## config.mk

```make
export PLATFORM = sky130hd
export DESIGN_NAME = wavetable_voice_sched_flat
export DESIGN_NICKNAME = d
export VERILOG_FILES = /design/src/rtl/wavetable_voice_sched_if.sv /design/src/rtl/wavetable_voice_sched.sv /design/src/flat_wrapper.sv
export SDC_FILE = /design/constraint.sdc
export NUM_CORES = 1
export LEC_CHECK = 0
export ABC_AREA = 1
export ABC_CLOCK_PERIOD_IN_PS = 3000
export BUFFER_PORTS_ARGS = -buffer_cell sky130_fd_sc_hd__clkbuf_2
export CORE_MARGIN = 1
export CORE_UTILIZATION = 57
export DETAILED_ROUTE_END_ITERATION = 8
export HOLD_SLACK_MARGIN = 0.06
export PLACE_DENSITY_LB_ADDON = 0.12
export RECOVER_POWER = 25
export SYNTH_ARGS = -nofsm -noshare
export SYNTH_HDL_FRONTEND = slang
export SYNTH_SLANG_ARGS = --single-unit
```

## constraint.sdc

```tcl
create_clock -name clk -period 3 [get_ports clk]
set_input_delay 0.3 -clock clk [delete_from_list [all_inputs] [get_ports clk]]
set_output_delay 0.3 -clock clk [all_outputs]
set_load 0.03 [all_outputs]
```

## src/rtl/wavetable_voice_sched_if.sv

```systemverilog
// rtl/wavetable_voice_sched_if.sv - ROM read port and mixed-sample output bundle of the voice scheduler
interface wavetable_voice_sched_if;
  logic [6:0]  rom_addr_o;
  logic [7:0]  rom_data_i;
  logic [15:0] sample_o;
  logic        sample_valid_o;

  modport master (
    output rom_addr_o,
    output sample_o,
    output sample_valid_o,
    input  rom_data_i
  );

  modport slave (
    input  rom_addr_o,
    input  sample_o,
    input  sample_valid_o,
    output rom_data_i
  );
endinterface

```

## src/rtl/wavetable_voice_sched.sv

```systemverilog
// rtl/wavetable_voice_sched.sv - shares one 128x8 ROM read port among NVOICE wavetable voices and mixes them
// Optional per-voice attenuation input vol_i is built only when VOICE_VOLUME_EN is defined.
module wavetable_voice_sched #(
  parameter int NVOICE  = 4,
  parameter int PHASE_W = 16,
  parameter int ROM_LAT = 2
) (
  input  logic                    clk,
  input  logic                    rst_n,
  input  logic                    enable_i,
  input  logic                    sample_tick_i,
  input  logic [NVOICE-1:0]       gate_i,
  input  logic [NVOICE*16-1:0]    inc_i,
`ifdef VOICE_VOLUME_EN
  input  logic [NVOICE*2-1:0]     vol_i,
`endif
  wavetable_voice_sched_if.master bus,
  output logic                    busy_o,
  output logic                    overrun_o
);
  localparam int VW = (NVOICE > 1) ? $clog2(NVOICE) : 1;
  localparam int AW = 8 + $clog2(NVOICE);
  localparam int WW = (ROM_LAT > 2) ? $clog2(ROM_LAT - 1) : 1;

  typedef enum logic [2:0] {S_IDLE, S_ADDR, S_WAIT, S_CAPT, S_DONE} state_t;

  state_t             state, state_nxt;
  logic [VW-1:0]      vidx;
  logic [VW-1:0]      addr_voice;
  logic [WW-1:0]      wcnt;
  logic [PHASE_W-1:0] phase [NVOICE];
  logic [PHASE_W-1:0] inc_v;
  logic [AW-1:0]      acc;
  logic [7:0]         voice_byte;
  logic               start, last_voice, wait_done;
  logic               start_frame, load_addr, capt_en, done_en;

  assign start      = sample_tick_i & enable_i;
  assign last_voice = (vidx == VW'(NVOICE - 1));
  assign wait_done  = (wcnt == WW'(ROM_LAT - 2));
  assign busy_o     = (state != S_IDLE);

  // The address is registered on entry to ADDR so rom_addr_o is valid during ADDR itself,
  // which puts the ROM data exactly ROM_LAT cycles later at CAPT.
  assign addr_voice = (state == S_IDLE) ? '0 : VW'(vidx + 1'b1);
  assign inc_v      = PHASE_W'(inc_i[vidx*16 +: 16]);

`ifdef VOICE_VOLUME_EN
  assign voice_byte = bus.rom_data_i >> vol_i[vidx*2 +: 2];
`else
  assign voice_byte = bus.rom_data_i;
`endif

  always_ff @(posedge clk) begin
    if (!rst_n) state <= S_IDLE;
    else        state <= state_nxt;
  end

  always_comb begin
    state_nxt = state;
    case (state)
      S_IDLE:  if (start) state_nxt = S_ADDR;
      S_ADDR:  state_nxt = (ROM_LAT > 1) ? S_WAIT : S_CAPT;
      S_WAIT:  if (wait_done) state_nxt = S_CAPT;
      S_CAPT:  state_nxt = last_voice ? S_DONE : S_ADDR;
      S_DONE:  state_nxt = S_IDLE;
      default: state_nxt = S_IDLE;
    endcase
  end

  always_comb begin
    start_frame = 1'b0;
    load_addr   = 1'b0;
    capt_en     = 1'b0;
    done_en     = 1'b0;
    case (state)
      S_IDLE: begin
        start_frame = start;
        load_addr   = start;
      end
      S_CAPT: begin
        capt_en   = 1'b1;
        load_addr = !last_voice;
      end
      S_DONE:  done_en = 1'b1;
      default: ;
    endcase
  end

  always_ff @(posedge clk) begin
    if (!rst_n) begin
      vidx               <= '0;
      wcnt               <= '0;
      acc                <= '0;
      bus.rom_addr_o     <= '0;
      bus.sample_o       <= '0;
      bus.sample_valid_o <= 1'b0;
      overrun_o          <= 1'b0;
      for (int v = 0; v < NVOICE; v++) phase[v] <= '0;
    end else begin
      if (start_frame) vidx <= '0;
      else if (capt_en && !last_voice) vidx <= vidx + 1'b1;

      if (state == S_ADDR) wcnt <= '0;
      else if (state == S_WAIT) wcnt <= wcnt + 1'b1;

      if (load_addr) bus.rom_addr_o <= phase[addr_voice][PHASE_W-1 -: 7];

      if (start_frame) acc <= '0;
      else if (capt_en && gate_i[vidx]) acc <= acc + AW'(voice_byte);

      // An ungated voice parks at phase 0 so re-gating restarts the wave from its beginning.
      if (capt_en) begin
        if (gate_i[vidx]) phase[vidx] <= phase[vidx] + inc_v;
        else              phase[vidx] <= '0;
      end

      bus.sample_valid_o <= done_en;
      if (done_en) bus.sample_o <= 16'(acc);

      if (start && busy_o) overrun_o <= 1'b1;
    end
  end
endmodule

```

## src/flat_wrapper.sv

```systemverilog
// flat-port wrapper written by rule: the top's interface ports become plain ports
module wavetable_voice_sched_flat 
#(
  parameter int NVOICE  = 4,
  parameter int PHASE_W = 16,
  parameter int ROM_LAT = 2
)
  (clk, rst_n, enable_i, sample_tick_i, gate_i, inc_i, busy_o, overrun_o, bus_rom_addr_o, bus_sample_o, bus_sample_valid_o, bus_rom_data_i);
  wavetable_voice_sched_if bus_i ();
  input  logic clk;
  input  logic rst_n;
  input  logic enable_i;
  input  logic sample_tick_i;
  input  logic [NVOICE-1:0] gate_i;
  input  logic [NVOICE*16-1:0] inc_i;
  output logic busy_o;
  output logic overrun_o;
  output wire logic [$bits(bus_i.rom_addr_o)-1:0] bus_rom_addr_o;
  output wire logic [$bits(bus_i.sample_o)-1:0] bus_sample_o;
  output wire logic [$bits(bus_i.sample_valid_o)-1:0] bus_sample_valid_o;
  input wire logic [$bits(bus_i.rom_data_i)-1:0] bus_rom_data_i;
  assign bus_rom_addr_o = bus_i.rom_addr_o;
  assign bus_sample_o = bus_i.sample_o;
  assign bus_sample_valid_o = bus_i.sample_valid_o;
  assign bus_i.rom_data_i = bus_rom_data_i;
  wavetable_voice_sched #(.NVOICE(NVOICE), .PHASE_W(PHASE_W), .ROM_LAT(ROM_LAT)) u_core (.clk(clk), .rst_n(rst_n), .enable_i(enable_i), .sample_tick_i(sample_tick_i), .gate_i(gate_i), .inc_i(inc_i), .bus(bus_i), .busy_o(busy_o), .overrun_o(overrun_o));
endmodule
```

# == Word-level counts from Yosys, hierarchy flattened ==
# Memories as Yosys holds them, arrays and structs flattened. A register that Yosys moved wholly into a read port is not among the register bits.
# Index checks and enable logic that the tools add are counted.
# totals
latch_bits,0
romBits,0
regBits,28
input_bits,80
memories,1
ramBits,64
elab_cells,61
# memory_table
memory,words,width,read_ports,rd_clocked_by_memory_dff,write_ports,line,source
u_core.phase,4,16,2,2,4,wavetable_voice_sched.sv:31,logic [PHASE_W-1:0] phase [NVOICE];
# classes
addsub,4
n_eq_ne,7
order_cmp,1
shifts,1
mul,0
div_mod_pow,0
n_bitwise,3
n_reduce_logical,11
muxes,26
# op_table
operator,count
variable part select 64 x 7 -> 16 bit,1
two-way mux 16 bit,2
adder 16 bit,1
OR reduction 16 bit,1
two-way mux 1 bit,14
case mux 3 bit (4 select lines),1
adder 10 x 8 -> 10 bit,1
two-way mux 3 bit,3
two-way mux 2 bit,4
== test 3 x 2 -> 1 bit (second input constant),2
OR reduction 2 bit,2
== test 3 x 1 -> 1 bit (second input constant),1
== test 3 bit (second input constant),1
logical AND 1 bit,3
zero test 3 bit,1
< comparator 2 x 3 -> 1 bit (second input constant),1
nonzero test 3 bit,1
adder 2 x 1 -> 2 bit (second input constant),1
binary-select mux 1 bit (select 2 bit),1
== test 2 bit (second input constant),1
zero test 1 bit,2
inequality test 2 x 1 -> 1 bit (second input constant),1
inequality test 2 bit (second input constant),1
case mux 1 bit (2 select lines),1
other kinds (5),5

# == Longest topological paths before layout ==
# Gate-level depths: netlist of the first run.
# depth
depth_word,9
depth_mapped,15
depth_no_buf,14

# == Worst setup path after synthesis of the first run ==
# Ideal clock, no wire load.
# synth_path
path_type,reg-to-reg
from,register u_core.vidx[0]
to,"memory u_core.phase[3][0], enable pin"
path_stages_with_launch,5
synth_period_minus_slack_ns,2.511
t_arrival_ns,2.097
path_buffers,2
required_time_ns,2.586
slack_ns,0.489
path_cell_list,dfxtp_1 inv_2 buf_2 buf_1 o31ai_1
# synth_lines
item,line,source
"start, declared",wavetable_voice_sched.sv:28,logic [VW-1:0] vidx;
"start signal, assigned",wavetable_voice_sched.sv:102,else if (capt_en && !last_voice) vidx <= vidx + 1'b1;
"end, declared",wavetable_voice_sched.sv:31,

==> out/metrics.yaml, run 1 <==
detailed_routing:
  drt_iter0_drc: 569
  wl_um: 17200
  vias_per_cell: 5.62
  ant_nets: 0
  wl_per_cell_um: 16.1
  drc: 0
  dr.pass1.iters: 5
  via_count: 6014
setup_path:
  cp.required_ns: 3.13
  crit_arrival_ns: 2.89
  path_class: "flop to flop"
  start_kind: "flop"
  worstSetupEndpointType: "flop"
  path_max_fanout: 21
sta:
  grt_setup_unrepaired: "no"
  setup_viol: 0
  post-route-min-period_ns: 2.77
  worst_slew_pin_slew_ns: 1.13
  hold_violations: 0
  clock_skew_ns: 0.0137
  final.setup.tns_ns: 0
  fmax_mhz: 362
  fin_crit_sh_pct: 92.2
  drv_slew: 0
  slew_headroom_pct: 24.2
outcome:
  outcome: "finished clean"
synth:
  syn_inst: 831
  ys_dominant_reg_cell: "edfxtp_1"
  synth_seq_cells: 101
  yosys_warnings: 0
  synth_area_per_cell_sq_um: 7.54
  synth.cell_area_sq_um: 6270
  synth-edff-count: 64
  synth.distinct_cells: 40
  synthArstFlopShare_pct: 0
  ys_seq_area_share_pct: 42.5
floorplanning:
  io_pins: 106
  rows: 37
  initial_core_util_pct: 59.6
  die_x_um: 107
  coreArea_sq_um: 10500
  die_h_um: 107
  die_area_sq_um: 11400
final_layout:
  area_growth_pct: 12.6
  drive_gt1_share_pct: 15.9
  fin_area_sq_um: 7060
  nets: 1036
  diodes: 0
  final_util_pct: 67.2
clocking:
  numCtsBuffers: 9
  cts.sinks: 101
  cts_root_buffer: "clkbuf_8"
  clock_latency_ns: 0.38
  cts_tree: "done"
  htree_levels: 3
  clkTransAtPathRegs_ns: 0.10
  cts_max_path_buffers: 2
grt:
  grt_first_pass_wirelength_um: 27200
  grt_max_degree: 39
  antenna_found_initial: 0
  first_global_vias: 5588
  track_usage_pct: 31.1
  grt_remaining_overflow: 0
placement:
  port_buffers: 99
  routabilityCongestion: 0.916
  dpl-instance-area_sq_um: 6880
  detailed_place_hpwl_um: 12700
power:
  power.density_nw_per_um2: 429
  leakage_nw: 3.30
  peakVddDrop_v: 0.000327
run:
  drv_cap: 0
hold_path:
  hold_path_class: "primary input to flop"
-- repair_timing --
item                       4_1_cts  5_1_grt
resized for setup                0        2
setup endpoints to repair        0       23
hold buffers                     0        0
buffers inserted                 0        6
-- per-layer routing --
layer / global-route usage (%) / vias up / share of wire [%] / wire, um
met4: 15.9 / 0 / 3.7 / 638
met3: 7.11 / 41 / 7.8 / 1350
met5: 0 / - / 0 / 0
li1: - / 2930 / - / -
met1: 38.7 / 2775 / 41 / 7090
met2: 50.6 / 268 / 47 / 8150
-- final timing paths --
path / to / slack [ns] / cells past startpoint / start
worst max register to register: u_core.phase[0][10]$_SDFFCE_PN0P_ / 0.23 / 14 / u_core.vidx[1]$_SDFFE_PP0P_
worst min register to register: u_core.overrun_o$_SDFFE_PN0P_ / 0.48 / 2 / u_core.overrun_o$_SDFFE_PN0P_
worst max-delay path: u_core.phase[0][10]$_SDFFCE_PN0P_ / 0.23 / 14 / u_core.vidx[1]$_SDFFE_PP0P_
worst min-delay path: u_core.overrun_o$_SDFFE_PN0P_ / 0.21 / 3 / rst_n
-- power breakdown --
part	internal (W)	total [W]	switching [W]
Clock	0.000389	0.000877	0.000488
Combinational	0.000195	0.000602	0.000407
Sequential	0.00152	0.00155	0.0000261
-- sequential cells by signal (all words and copies together), names as in the netlist, named ones only --
name / count
u_core.phase: 64
u_core.acc: 10
u_core.bus.sample_o: 10
u_core.bus.rom_addr_o: 7
u_core.state: 3
u_core.vidx: 2
u_core.bus.sample_valid_o: 1
u_core.overrun_o: 1
u_core.wcnt: 1
-- final cells by class --
class | instances | area, sq um
Fill cell | 919 | 3450
Inverter | 91 | 345
Multi-Input combinational cell | 606 | 3030
Clock buffer | 9 | 124
Sequential cell | 101 | 2660
Timing Repair Buffer | 121 | 652
Clock inverter | 7 | 70.1
Tap cell | 136 | 170
-- placed cells by master, fill, tap and decap left out, drive strengths merged, types with 4 or more instances in the layout --
cell / n
nand2: 182
nor2: 169
clkbuf: 108
o21ai: 94
inv: 93
edfxtp: 64
nand3: 38
dfxtp: 37
a21oi: 32
o22ai: 30
ha: 24
buf: 22
a31oi: 7
conb: 6
nor3: 4
-- per-stage QoR --
stage	hold slack (ns)	worst slack (ns)	instances	power, W
finish	0.211	0.234	1071	0.00303
global route	0.228	0.0278	1071	0.00316
CTS	0.218	0.157	1065	0.00304
detailed placement	0.458	0.156	1049	0.00218
global placement	0.446	0.290	1049	0.00217
floorplan	0.438	0.489	836	0.00201
-- cell families (layout without fill, tap and decap cells) --
group,count (synthesis),count (layout),share of synthesized area [%]
DFF,101,101,42.5
AOI/OAI and AO/OA,170,170,14.6
xor gates and xnor gates,5,5,0.699
adders and majority gates,26,26,5.43
buffers and inverters,129,228,8.76
and+or+nand+nor,399,399,28.0
other,1,6,0.0598
-- synth_stat cells, types with 6 or more instances --
master | number | share of area [%]
nand2_2 | 8 | 0.80
nand3_1 | 30 | 2.4
nand2_1 | 173 | 10
inv_2 | 10 | 0.60
ha_1 | 24 | 4.8
o21ai_0 | 92 | 7.3
nor2_1 | 161 | 9.6
inv_1 | 81 | 4.9
buf_4 | 7 | 0.84
dfxtp_1 | 37 | 12
edfxtp_1 | 64 | 31
o22ai_1 | 30 | 3.0
a21oi_1 | 32 | 2.6
nand3_4 | 8 | 2.2
a31oi_1 | 7 | 0.70
buf_2 | 6 | 0.48
clkbuf_1 | 21 | 1.3
-- worst max-delay path: stages, from the launching register on --
cell and delay [ns]:
dfxtp_1 0.40, buf_4 0.28, o21ai_0 0.13, o22ai_1 0.30, ha_1 0.31, fa_1 0.26, nand3_1 0.08, nand2_1 0.15
nand2_1 0.07, nand2_1 0.15, nand2_1 0.09, nand2_1 0.07, nand2_1 0.08, nand3_4 0.09, nor2_1 0.05
(Power assumes the default switching activity.)
==> run 2, diff against run 1 <==
--- a/config.mk
+++ b/config.mk
@@ -12,8 +12,9 @@
 export CORE_UTILIZATION = 57
 export DETAILED_ROUTE_END_ITERATION = 8
 export HOLD_SLACK_MARGIN = 0.06
-export PLACE_DENSITY_LB_ADDON = 0.12
+export PLACE_DENSITY_LB_ADDON = 0.1
 export RECOVER_POWER = 25
+export REMOVE_ABC_BUFFERS = 1
 export SYNTH_ARGS = -nofsm -noshare
 export SYNTH_HDL_FRONTEND = slang
 export SYNTH_SLANG_ARGS = --single-unit
==> out/metrics.yaml, run 2 (synthesis results as in run 1) <==
sta:
  final.setup.tns_ns: 0  # unchanged
  drv_slew: 0  # unchanged
  hold_violations: 0  # unchanged
  post-route-min-period_ns: 2.74  # -0.0215 ns
  grt_setup_unrepaired: "no"
  fin_crit_sh_pct: 91.5  # -0.72 points
  setup_viol: 0  # unchanged
  slew_headroom_pct: 22.8  # -1.3 points
  clock_skew_ns: 0.00948  # -0.00418 ns
  fmax_mhz: 364  # +0.78%
  worst_slew_pin_slew_ns: 1.16  # +0.0242 ns
clocking:
  cts_resized: 0  # unchanged
  cts_max_path_buffers: 2  # unchanged
  cts_root_buffer: "clkbuf_8"
  ctsHoldBuffers: 0  # unchanged
  clkTransAtPathRegs_ns: 0.10  # about the same
  htree_levels: 3  # unchanged
  clock_latency_ns: 0.39  # about the same
  numCtsBuffers: 9  # unchanged
  cts.sinks: 101  # unchanged
  post_cts_buffers: 0  # unchanged
  cts_tree: "done"
detailed_routing:
  wl_per_cell_um: 15.7  # -2.5%
  vias_per_cell: 5.54  # -1.3%
  dr.pass1.iters: 5  # unchanged
  ant_nets: 0  # unchanged
  wl_um: 16700  # -3.1%
  drc: 0  # unchanged
  drt_iter0_drc: 474  # -17%
  via_count: 5901  # -1.9%
final_layout:
  drive_gt1_share_pct: 15.3  # -0.65 points
  diodes: 0  # unchanged
  top_regs: "u_core.phase x64, u_core.acc x10, u_core.bus.sample_o x10"
  multi_input_area_sq_um: 3050  # +0.49%
  fillCellCount: 936  # +1.8%
  final_util_pct: 66.9  # -0.27 points
  mostFrequentLayoutCells: "nand2_1 (175), nor2_1 (162), o21ai_0 (92)"
  layout.area.seq_sq_um: 2660  # unchanged
  fin_area_sq_um: 7030  # -0.41%
  area_growth_pct: 12.1
  nets: 1030  # -0.58%
  largest_reg_flops: 64  # unchanged
  final_common_cell: "nand2_1"
  largest_register: "u_core.phase"
grt:
  grt_remaining_overflow: 0  # unchanged
  grt_max_degree: 39  # unchanged
  grt_first_pass_wirelength_um: 26700  # -1.9%
  antenna_found_initial: 0  # unchanged
  first_global_vias: 5408  # -3.2%
  track_usage_pct: 30.9  # -0.19 points
setup_path:
  max_stage_delay_ns: 0.38  # -0.02 ns
  crit_chain: "inv_2 > buf_4 > o21ai_0 > o22ai_1 > ha_1 > nand2_1 > inv_1 > nand2_1 > nand2_1 > a21oi_1 > nand3b_1 > nand3_4 > nor2_1"
  start_kind: "flop"
  cp.required_ns: 3.13  # about the same
  r2r-start: "u_core.vidx[0]$_SDFFE_PP0P_"
  cp-startpoint: "u_core.vidx[0]$_SDFFE_PP0P_"
  worstSetupEndpointType: "flop"
  cpMaxStageDelayCell: "buf_4"
  crit_arrival_ns: 2.88  # about the same
  path_max_fanout: 28  # +33%
  path_class: "flop to flop"
  cpMostUsedCell: "nand2_1"
placement:
  port_buffers: 99  # unchanged
  routabilityCongestion: 0.944  # +3.1%
  dpl-instance-area_sq_um: 6870  # -0.18%
  detailed_place_hpwl_um: 11900  # -5.8%
floorplanning:
  die_x_um: 107  # unchanged
  io_pins: 106  # unchanged
  die_area_sq_um: 11400  # unchanged
  die_h_um: 107  # unchanged
  rows: 37  # unchanged
  initial_core_util_pct: 59.6  # unchanged
  coreArea_sq_um: 10500  # unchanged
hold_path:
  hold_path_class: "primary input to flop"
  hold_path_startpoint: "enable_i"
power:
  peakVddDrop_v: 0.000530  # +62%
  leakage_nw: 3.27  # -0.78%
  power.density_nw_per_um2: 439  # +2.3%
outcome:
  outcome: "finished clean"
run:
  drv_cap: 0  # unchanged
[run 2: where the power goes]
group          switching (W)  total (W)  internal (W)
Sequential         0.0000283    0.00155       0.00152
Combinational       0.000400   0.000593      0.000193
Clock               0.000479   0.000942      0.000463
Total               0.000907    0.00309       0.00218
[run 2: final cells by class]
type | instances | share of cell area [%]
Inverter | 91 | 4.86
Clock buffer | 12 | 2.37
Timing Repair Buffer | 115 | 8.35
Sequential cell | 101 | 37.9
Tap cell | 136 | 2.42
Clock inverter | 4 | 0.748
Multi-Input combinational cell | 606 | 43.4
[run 2: metal layers]
metal,global-route usage [%],vias to the layer above,routed length [um]
li1,-,2913,-
met1,40.0,2705,7330
met2,51.4,242,7720
met3,5.35,41,1190
met4,12.4,0,463
met5,0,-,0
[run 2: per-stage QoR]
stage                     hold slack [ns]  cells  total power, W  setup slack (ns)
after CTS                           0.291   1065         0.00310             0.295
final                               0.301   1065         0.00309             0.255
after global placement              0.447   1049         0.00216             0.397
after detailed placement            0.453   1049         0.00218             0.312
after floorplan                     0.436    798         0.00199            -0.128
after global routing                0.317   1065         0.00322            0.0146
[run 2: final timing paths]
check / to / slack [ns] / cells after the start
min: u_core.overrun_o$_SDFFE_PN0P_ / 0.30 / 5
max reg2reg: u_core.phase[2][13]$_SDFFCE_PN0P_ / 0.26 / 13
min reg2reg: u_core.acc[9]$_SDFFE_PP0P_ / 0.47 / 2
max: u_core.phase[2][13]$_SDFFCE_PN0P_ / 0.26 / 13
[run 2: worst max-delay path, delay by kind of cell (launching register included)]
| family | cells | cell delay (ns) |
|---|---|---|
| buffers and inverters | 3 | 0.70 |
| AOI/OAI and AO/OA | 3 | 0.55 |
| and+or+nand+nor | 6 | 0.57 |
| DFF | 1 | 0.33 |
| adders and majority gates | 1 | 0.33 |
==> run 3, diff against run 2 <==
==> constraint.sdc (replaced) <==
create_clock -name clk -period 3 [get_ports clk]
set_input_delay 0.45 -clock clk [delete_from_list [all_inputs] [get_ports clk]]
set_output_delay 0.45 -clock clk [all_outputs]
set_load 0.03 [all_outputs]
==> out/metrics.yaml, run 3 (synthesis results as in run 1) <==
grt:
  grt_max_degree: 23  # -41%
  grt_remaining_overflow: 0  # unchanged
  track_usage_pct: 30.0  # -0.88 points
  grt_util_met2_pct: 51.9  # +0.51 points
  busiest_layer: "met2"
  grt_use_met3_pct: 4.68  # -0.67 points
  grt_first_pass_wirelength_um: 26300  # -1.3%
  first_global_vias: 5598  # +3.5%
  use_met1_pct: 37.1  # -2.9 points
  antenna_found_initial: 0  # unchanged
floorplanning:
  initial_core_util_pct: 59.6  # unchanged
  die_h_um: 107  # unchanged
  rows: 37  # unchanged
  die_x_um: 107  # unchanged
  io_pins: 106  # unchanged
  coreArea_sq_um: 10500  # unchanged
  die_area_sq_um: 11400  # unchanged
setup_path:
  path_class: "flop to flop"
  cp.required_ns: 3.13  # about the same
  worstSetupEndpointType: "flop"
  start_kind: "flop"
  max_stage_delay_ns: 0.36  # -0.02 ns
  path_max_fanout: 21  # -25%
  path_buf_inv: 5  # +2
  cpMaxStageDelayCell: "dfxtp_1"
  crit_family: "compound AO/OA/AOI/OAI gates"
  crit_chain: "buf_4 > buf_4 > o21ai_0 > o22ai_1 > ha_1 > nand2_1 > inv_1 > nand2_1 > nand2_1 > a21oi_1 > inv_1 > o21ai_1 > inv_1"
  crit_arrival_ns: 2.82  # -0.06 ns
sta:
  fmax_mhz: 372  # +2.1%
  post-route-min-period_ns: 2.69  # -0.0563 ns
  worst_slew_pin_slew_ns: 1.21  # +0.0519 ns
  fin_crit_sh_pct: 89.6  # -1.9 points
  slew_headroom_pct: 19.1  # -3.8 points
  clock_skew_ns: 0.0152  # +0.00568 ns
  setup_viol: 0  # unchanged
  grt_setup_unrepaired: "no"
  hold_violations: 0  # unchanged
  drv_slew: 0  # unchanged
hold_path:
  hold_path_class: "primary input to flop"
clocking:
  numCtsBuffers: 9  # unchanged
  post_cts_buffers: 0  # unchanged
  cts_root_buffer: "clkbuf_8"
  clock_latency_ns: 0.39  # about the same
  cts_max_path_buffers: 2  # unchanged
  cts_resized: 0  # unchanged
  htree_levels: 3  # unchanged
  cts_tree: "done"
  clkTransAtPathRegs_ns: 0.10  # about the same
  ctsHoldBuffers: 0  # unchanged
  cts.sinks: 101  # unchanged
placement:
  detailed_place_hpwl_um: 12000  # +0.61%
  dpl-instance-area_sq_um: 6880  # +0.22%
  place_inst: 1051  # +0.19%
  port_buffers: 99  # unchanged
  routabilityCongestion: 0.949  # +0.52%
final_layout:
  area_growth_pct: 12.9
  final_cell_count_no_fill: 1067  # +0.19%
  nets: 1032  # +0.19%
  drive_gt1_share_pct: 15.6  # +0.29 points
  final_common_cell: "nand2_1"
  diodes: 0  # unchanged
  fin_area_sq_um: 7080  # +0.71%
  largest_reg_flops: 64  # unchanged
  final_util_pct: 67.4  # +0.48 points
  largest_register: "u_core.phase"
  mostFrequentLayoutCells: "nand2_1 (175), nor2_1 (162), o21ai_0 (92)"
  top_regs: "u_core.phase x64, u_core.acc x10, u_core.bus.sample_o x10"
run:
  drv_cap: 0  # unchanged
power:
  leakage_nw: 3.30  # +0.83%
  power.density_nw_per_um2: 446  # +1.5%
  peakVddDrop_v: 0.000353  # -33%
  power_w: 0.00316  # +2.3%
detailed_routing:
  dr.pass1.iters: 7  # +2
  drt_iter0_drc: 405  # -15%
  wl_um: 16300  # -2.6%
  drc: 0  # unchanged
  ant_nets: 0  # unchanged
  vias_per_cell: 5.51  # -0.47%
  wl_per_cell_um: 15.3  # -2.7%
  via_count: 5884  # -0.29%
outcome:
  outcome: "finished clean"
[run 3: cell count changes in the layout (fill, tap and decap cells not counted), sizes merged]
cell	change
clkbuf	+3
inv	-1
bufinv	-1
buf	+1
[run 3: power breakdown]
group          total, W  internal, W  switching [W]
registers       0.00155      0.00152      0.0000281
clock network   0.00102     0.000527       0.000490
logic          0.000587     0.000194       0.000393
[run 3: tightest hold or removal path, cell delays in order]
cell,delay (ns)
clkbuf_2,0.10
inv_2,0.08
nor2_1,0.10
[run 3: path summary, 6_finish.rpt]
| kind | cells after the start | slack, ns | startpoint | endpoint |
|---|---|---|---|---|
| max | 13 | 0.31 | u_core.vidx[0]$_SDFFE_PP0P_ | u_core.phase[3][8]$_DFFE_PP_ |
| min | 3 | 0.38 | rst_n | u_core.bus.sample_valid_o$_SDFF_PN0_ |
| max reg2reg | 13 | 0.31 | u_core.vidx[0]$_SDFFE_PP0P_ | u_core.phase[3][8]$_DFFE_PP_ |
| min reg2reg | 2 | 0.49 | u_core.overrun_o$_SDFFE_PN0P_ | u_core.overrun_o$_SDFFE_PN0P_ |
[run 3: metrics by stage]
| stage | setup slack [ns] | hold slack, ns | setup TNS, ns |
|---|---|---|---|
| floorplan | -0.128 | 0.439 | -3.88 |
| global placement | 0.485 | 0.448 | 0 |
| detailed placement | 0.392 | 0.471 | 0 |
| CTS | 0.366 | 0.368 | 0 |
| global route | 0.0829 | 0.394 | 0 |
| finish | 0.312 | 0.379 | 0 |
[run 3: layout make-up]
type | instances | area (sq um)
multi-input cells | 606 | 3050
clock buffers | 14 | 238
flip-flops and latches | 101 | 2660
fillers | 918 | 3430
inverters | 91 | 342
clock inverters | 2 | 13.8
well taps | 136 | 170
repair buffers | 117 | 599
[run 3: layer usage]
metal  wire [um]  vias to the layer above  share of wire [%]
li1            -                     2917                  -
met1        6770                     2713                 42
met2        7940                      234                 49
met3        1300                       20                8.0
met4         265                        0                1.6
met5           0                        -                  0
